[src/rtl/core_operand_loader_pkg.sv]
// -----------------------------------------------------------------------------
// core_operand_loader_pkg
// Shared constants and types for the operand loader that feeds the
// 60-input / 26-output combinational ALU-control benchmark core.
//   IN_W / OUT_W : core input / output vector widths
//   CHUNK_W      : width of one input stream chunk
//   NCHUNK       : chunks per input vector, ceil(IN_W / CHUNK_W)
//   state_e      : loader FSM states
// -----------------------------------------------------------------------------
package core_operand_loader_pkg;

  localparam int IN_W    = 60;
  localparam int OUT_W   = 26;
  localparam int CHUNK_W = 8;

  function automatic int calc_nchunk(input int in_w, input int chunk_w);
    return (in_w + chunk_w - 1) / chunk_w;
  endfunction

  localparam int NCHUNK = calc_nchunk(IN_W, CHUNK_W);
  localparam int IDX_W  = (NCHUNK > 1) ? $clog2(NCHUNK) : 1;

  typedef enum logic [1:0] {
    ST_LOAD   = 2'd0,
    ST_SETTLE = 2'd1,
    ST_HOLD   = 2'd2
  } state_e;

endpackage

[src/rtl/core_chunk_assembler.sv]
// -----------------------------------------------------------------------------
// core_chunk_assembler
// Collects CHUNK_W-wide stream chunks into the IN_W-bit core input register
// and checks that in_last marks exactly the final chunk of each vector.
//   clk, rst_n   : clock, asynchronous active-low reset
//   i_clr        : synchronous flush (index -> 0, no write this cycle)
//   i_en         : loader is in its load phase (in_ready)
//   i_data       : chunk payload; bits beyond IN_W in the last chunk are dropped
//   i_valid      : chunk valid
//   i_last       : chunk is the last one of its vector
//   o_core_vec   : assembled vector, registered
//   o_vec_done   : final chunk accepted with in_last (one-cycle pulse)
//   o_frame_err  : sticky framing error, cleared only by reset
// -----------------------------------------------------------------------------
module core_chunk_assembler
  import core_operand_loader_pkg::*;
(
  input  logic               clk,
  input  logic               rst_n,
  input  logic               i_clr,
  input  logic               i_en,
  input  logic [CHUNK_W-1:0] i_data,
  input  logic               i_valid,
  input  logic               i_last,
  output logic [IN_W-1:0]    o_core_vec,
  output logic               o_vec_done,
  output logic               o_frame_err
);

  localparam logic [IDX_W-1:0] LAST_IDX = IDX_W'(NCHUNK - 1);

  logic [IDX_W-1:0] r_idx;
  logic [IN_W-1:0]  r_core_vec;
  logic             r_frame_err;
  logic [IN_W-1:0]  w_vec_next;
  logic             w_accept;
  logic             w_is_final;

  // A flush in the same cycle discards the chunk.
  assign w_accept   = i_valid & i_en & ~i_clr;
  assign w_is_final = (r_idx == LAST_IDX);

  // Merge the accepted chunk into its slot; bit b belongs to chunk b/CHUNK_W.
  always_comb begin
    w_vec_next = r_core_vec;
    for (int b = 0; b < IN_W; b++) begin
      if (w_accept && (r_idx == IDX_W'(b / CHUNK_W))) begin
        w_vec_next[b] = i_data[b % CHUNK_W];
      end else begin
        w_vec_next[b] = r_core_vec[b];
      end
    end
  end

  // Core input register.
  always_ff @(posedge clk or negedge rst_n) begin
    if (!rst_n) begin
      r_core_vec <= '0;
    end else begin
      r_core_vec <= w_vec_next;
    end
  end

  // Chunk index and framing check; any framing problem restarts at chunk 0.
  always_ff @(posedge clk or negedge rst_n) begin
    if (!rst_n) begin
      r_idx       <= '0;
      r_frame_err <= 1'b0;
    end else if (i_clr) begin
      r_idx       <= '0;
      r_frame_err <= r_frame_err;
    end else if (w_accept) begin
      if (w_is_final) begin
        r_idx       <= '0;
        r_frame_err <= r_frame_err | ~i_last;
      end else if (i_last) begin
        r_idx       <= '0;
        r_frame_err <= 1'b1;
      end else begin
        r_idx       <= r_idx + IDX_W'(1);
        r_frame_err <= r_frame_err;
      end
    end else begin
      r_idx       <= r_idx;
      r_frame_err <= r_frame_err;
    end
  end

  assign o_core_vec  = r_core_vec;
  assign o_vec_done  = w_accept & w_is_final & i_last;
  assign o_frame_err = r_frame_err;

endmodule

[src/rtl/core_operand_loader.sv]
// -----------------------------------------------------------------------------
// core_operand_loader
// Feeds the combinational benchmark core from a chunked valid/ready stream,
// waits SETTLE_CYC extra cycles for the core to propagate, then captures the
// core outputs and offers them on a valid/ready result port.
//   clk, rst_n       : clock, asynchronous active-low reset
//   clr              : synchronous flush to LOAD (keeps core_vec/frame_err/txn_cnt)
//   in_data/in_last/in_valid/in_ready : chunk stream
//   core_vec/core_vec_valid           : registered drive to the core inputs
//   core_res                          : combinational core outputs
//   res_data/res_valid/res_ready      : captured result stream
//   frame_err        : sticky framing error
//   txn_cnt          : completed result handshakes, wraps
// -----------------------------------------------------------------------------
module core_operand_loader
  import core_operand_loader_pkg::*;
#(
  parameter int unsigned SETTLE_CYC = 2
) (
  input  logic               clk,
  input  logic               rst_n,
  input  logic               clr,
  input  logic [CHUNK_W-1:0] in_data,
  input  logic               in_last,
  input  logic               in_valid,
  output logic               in_ready,
  output logic [IN_W-1:0]    core_vec,
  output logic               core_vec_valid,
  input  logic [OUT_W-1:0]   core_res,
  output logic [OUT_W-1:0]   res_data,
  output logic               res_valid,
  input  logic               res_ready,
  output logic               frame_err,
  output logic [15:0]        txn_cnt
);

  localparam logic [3:0] SETTLE_LD = 4'(SETTLE_CYC);

  state_e            r_state;
  state_e            w_state_next;
  logic [3:0]        r_settle;
  logic [OUT_W-1:0]  r_res_data;
  logic [15:0]       r_txn_cnt;
  logic              w_in_ready;
  logic              w_vec_valid;
  logic              w_res_valid;
  logic              w_vec_done;
  logic              w_capture;
  logic              w_res_hs;
  logic [IN_W-1:0]   w_core_vec;
  logic              w_frame_err;

  core_chunk_assembler u_asm (
    .clk         (clk),
    .rst_n       (rst_n),
    .i_clr       (clr),
    .i_en        (w_in_ready),
    .i_data      (in_data),
    .i_valid     (in_valid),
    .i_last      (in_last),
    .o_core_vec  (w_core_vec),
    .o_vec_done  (w_vec_done),
    .o_frame_err (w_frame_err)
  );

  // Capture happens on the edge where the settle count has run out.
  assign w_capture = (r_state == ST_SETTLE) & (r_settle == 4'd0) & ~clr;
  assign w_res_hs  = (r_state == ST_HOLD) & res_ready & ~clr;

  // FSM state register.
  always_ff @(posedge clk or negedge rst_n) begin
    if (!rst_n) begin
      r_state <= ST_LOAD;
    end else begin
      r_state <= w_state_next;
    end
  end

  // FSM next-state logic; clr overrides every other event.
  always_comb begin
    w_state_next = r_state;
    if (clr) begin
      w_state_next = ST_LOAD;
    end else begin
      case (r_state)
        ST_LOAD:   w_state_next = w_vec_done ? ST_SETTLE : ST_LOAD;
        ST_SETTLE: w_state_next = (r_settle == 4'd0) ? ST_HOLD : ST_SETTLE;
        ST_HOLD:   w_state_next = res_ready ? ST_LOAD : ST_HOLD;
        default:   w_state_next = ST_LOAD;
      endcase
    end
  end

  // FSM output decode.
  always_comb begin
    w_in_ready  = 1'b0;
    w_vec_valid = 1'b0;
    w_res_valid = 1'b0;
    case (r_state)
      ST_LOAD: begin
        w_in_ready = 1'b1;
      end
      ST_SETTLE: begin
        w_vec_valid = 1'b1;
      end
      ST_HOLD: begin
        w_vec_valid = 1'b1;
        w_res_valid = 1'b1;
      end
      default: begin
        w_in_ready = 1'b1;
      end
    endcase
  end

  // Settle counter: loaded on the final-chunk handshake, counts down to zero.
  always_ff @(posedge clk or negedge rst_n) begin
    if (!rst_n) begin
      r_settle <= 4'd0;
    end else if (w_vec_done) begin
      r_settle <= SETTLE_LD;
    end else if ((r_state == ST_SETTLE) && (r_settle != 4'd0) && !clr) begin
      r_settle <= r_settle - 4'd1;
    end else begin
      r_settle <= r_settle;
    end
  end

  // Result register and transaction counter.
  always_ff @(posedge clk or negedge rst_n) begin
    if (!rst_n) begin
      r_res_data <= '0;
      r_txn_cnt  <= 16'd0;
    end else begin
      if (w_capture) begin
        r_res_data <= core_res;
      end else begin
        r_res_data <= r_res_data;
      end
      if (w_res_hs) begin
        r_txn_cnt <= r_txn_cnt + 16'd1;
      end else begin
        r_txn_cnt <= r_txn_cnt;
      end
    end
  end

  assign in_ready       = w_in_ready;
  assign core_vec       = w_core_vec;
  assign core_vec_valid = w_vec_valid;
  assign res_data       = r_res_data;
  assign res_valid      = w_res_valid;
  assign frame_err      = w_frame_err;
  assign txn_cnt        = r_txn_cnt;

endmodule
[config.mk]
export PLATFORM = sky130hd
export DESIGN_NAME = core_operand_loader
export DESIGN_NICKNAME = d
export VERILOG_FILES = /design/src/rtl/core_operand_loader_pkg.sv /design/src/rtl/core_chunk_assembler.sv /design/src/rtl/core_operand_loader.sv
export SDC_FILE = /design/constraint.sdc
export NUM_CORES = 1
export LEC_CHECK = 0
export ABC_CLOCK_PERIOD_IN_PS = 3500
export BUFFER_PORTS_ARGS = -buffer_cell sky130_fd_sc_hd__buf_4
export CAP_MARGIN = 20
export CORE_MARGIN = 2
export CORE_UTILIZATION = 35
export DETAILED_ROUTE_END_ITERATION = 10
export GPL_TIMING_DRIVEN = 0
export SKIP_LAST_GASP = 1
export SLEW_MARGIN = 20
export SYNTH_ARGS = -nofsm -noshare
export SYNTH_HDL_FRONTEND = slang
export SYNTH_SLANG_ARGS = --single-unit
[constraint.sdc]
create_clock -name clk -period 3.5 [get_ports clk]
set_input_delay 0.175 -clock clk [delete_from_list [all_inputs] [get_ports clk]]
set_output_delay 0.175 -clock clk [all_outputs]
set_load 0.02 [all_outputs]
==> results by group <==
Run status
  – Outcome: completed

Layout
  – Nets@finish: 522
  – Most common cell after layout, fill and taps aside: buf_4
  – Final core utilization: 47.71%
  – Filler cells: 1174
  – # diodes: 0
  – FF/Latch Area: 2803 µm²
  – Area growth syn-to-layout: 34.84%
  – Most frequent cells in the layout: buf_4 (148), dfrtp_1 (112), mux2_2 (87)
  – Layout cells sized above 1: 55.79%
  – Footprint of the multi-input gates: 1734 µm²

Worst setup path
  – FF-to-FF End: u_asm.o_core_vec[39]$_DFFE_PN0P_
  – Worst R2R Start: r_state[0]$_DFF_PN0_
  – Crit Path Max Fanout: 8
  – Worst setup SP type: flop
  – Worst setup EP type: flop
  – Arrival @ worst endpoint: 2.30 ns
  – R2r setup slk: 1.44 ns
  – Reg2Reg Depth: 6
  – WP data required: 3.73 ns
  – Crit Path Class: reg -> reg

Placement
  – Post-DP HPWL: 7050 µm
  – IO Port Bufs: 144
  – Routability cong.: 0.7376
  – DP Worst Slack: 1.414 ns

Power and ir drop
  – Leakage: 0.003289 µW
  – P per Cell Area: 435.0 nW/µm²
  – VDD IR max: 0.3311 mV

Synthesis
  – Post-Syn Area per Cell: 14.74 µm²
  – Leading area contributor after synthesis: dfrtp_1
  – Yosys cell types: 35
  – Async S/R FF share, synth: 100.0%
  – Post-Synthesis Cells: 314
  – Register bit total from synthesis: 112
  – Mapped Nets: 366
  – Top FF cell, synth: dfrtp_1
  – Top cell type's share of synthesized area: 60.54%
  – Synth warn: 0
  – Register area share after synthesis: 60.54%
  – Synth area leaders: dfrtp_1 (61%), mux2_2 (21%), ha_1 (3.2%), xnor2_1 (1.9%), xor2_1 (1.7%)
  – Post-synth EDFFs: 0
  – Cell Area, Synth: 4629 µm²

Routing
  – Total wire length: 9914 µm
  – Wire per inst: 15.23 µm
  – DR DRC count: 0
  – Pre-antenna DRT Iters: 4
  – Antenna Violating Nets Remaining: 0
  – Routed via count: 3023
  – Vias per cell: 4.644
  – DR iter-0 viols: 128

Global routing
  – Global Route Usage Sum: 14.52%
  – Grt ovf: 0
  – Pin count of the biggest net entering global routing: 113
  – Global-route wire length before repair: 15820 µm
  – Initial antenna violation count: 0
  – Vias in the first global route: 3040

Timing
  – Least-Margin Pin Slew: 0.9146 ns
  – Final hold violations: 0
  – Period minus WS final: 2.064 ns
  – Clock Skews: 0.006612 ns
  – # setup viols final: 0
  – Fmax: 0.4844 GHz
  – RSZ-0062 raised after global routing: no
  – Final setup TNS: 0 ns
  – Slew Limit Fails: 0
  – Worst setup margin: 1.436 ns
  – Relative slew margins: 39.03%
  – Final worst path period share: 58.98%

Floorplanning
  – Initial Utilization: 35.38%
  – Core Area: 13090 µm²
  – Chip Width: 119.0 µm
  – Ports: 146
  – Die Footprint: 14160 µm²
  – Die Span Y: 119.0 µm
  – Cell Rows: 42

Hold path
  – Hold depth: 2
  – Worst Min Path Start: clr
  – Hold crit path type: in -> reg
  – Hold EP: u_asm.r_idx[2]$_DFFE_PN0P_

Job
  – MaxCap Viol Count: 0

Clock network
  – Root buffer cell: clkbuf_16
  – CTS max path bufs: 2
  – TritonCTS buffer count: 9
  – Clock sink total: 112
  – CTS tree: yes
  – Clock Latency Late Sink: 0.35 ns
  – Post-cts repair resize count: 0
  – H-tree depth: 3
  – Reg clk slew, reported paths: 0.07 ns
-- state kept, by name, summed over array words and instances (netlist names) --
name               flops
r_settle               4
u_asm.o_core_vec      60
txn_cnt               16
u_asm.r_idx            3
res_data              26
u_asm.o_frame_err      1
r_state                2
-- how the worst max path moves through the flow --
stage | startpoint | endpoint | slack (ns)
finish | r_state[0]$_DFF_PN0_ | u_asm.o_core_vec[39]$_DFFE_PN0P_ | 1.44
global route | r_state[0]$_DFF_PN0_ | u_asm.o_core_vec[39]$_DFFE_PN0P_ | 1.32
CTS | r_state[0]$_DFF_PN0_ | u_asm.o_core_vec[39]$_DFFE_PN0P_ | 1.41
detailed placement | r_state[0]$_DFF_PN0_ | u_asm.o_core_vec[39]$_DFFE_PN0P_ | 1.41
global placement | r_state[0]$_DFF_PN0_ | u_asm.o_core_vec[39]$_DFFE_PN0P_ | 1.47
floorplan | r_state[0]$_DFF_PN0_ | u_asm.o_core_vec[32]$_DFFE_PN0P_ | 1.57
-- through the flow --
step | power (µW) | cells | cell area (µm²) | hold slack [ns]
floorplan | 1559 | 314 | 4629 | -0.1206
global placement | 1743 | 634 | 5931 | 0.4074
detailed placement | 1750 | 634 | 5934 | 0.4077
global route | 2850 | 651 | 6242 | 0.03850
CTS | 2765 | 650 | 6230 | 0.01895
finish | 2715 | 651 | 6242 | 0.05292
-- metal layers --
layer  up-vias  global-route usage [%]  part of all wire [%]
met5         -                       0                     0
met4         0                   3.571                  0.85
met3         6                   6.897                   8.6
met2       111                   22.52                    46
met1      1509                   18.33                    44
li1       1397                       -                     -
-- final cells by class --
class / count / area share (%)
Multi-Input combinational cell: 185 / 27.78
Tap cell: 176 / 3.528
Buffer: 8 / 0.9421
Clock inverter: 3 / 0.4009
Timing Repair Buffer: 145 / 17.58
Sequential cell: 112 / 44.90
Inverter: 9 / 0.5412
Clock buffer: 13 / 4.330
-- synthesized netlist by cell type, types with 3 or more instances --
cell type  number
and3_1          9
nand2_1         6
mux2_2         87
nor2_1         12
buf_4           5
nor3_1          4
xor2_1          9
ha_1           12
nand3_2         3
a21oi_1         3
xnor2_1        10
inv_1           9
nand3_1         6
dfrtp_1       112
-- what timing repair did --
action,CTS,global route
hold buffers,0,1
hold endpoints to repair,0,3
buffers inserted,0,0
-- report_power, final --
group,switching (µW),internal [µW]
clock,453,544
sequential,32.5,1360
combinational,173,157
-- kinds of logic (layout without fill, tap and decap cells) --
family	after synthesis	after routing	share of synthesized area, %
AOI/OAI and AO/OA	7	7	0.9999
xor gates and xnor gates	19	19	3.595
adders and majority gates	12	12	3.243
buffers and inverters	17	178	2.000
DFF	112	112	60.54
muxes	87	87	21.16
and+or+nand+nor	60	60	8.460
-- worst max-delay path, stage by stage, from the launching register on --
cell,delay (ns)
dfrtp_1,0.38
inv_1,0.07
ha_1,0.39
nor2b_1,0.36
and3_1,0.22
buf_4,0.18
mux2_2,0.35
Power figures use the tool's default switching activity.
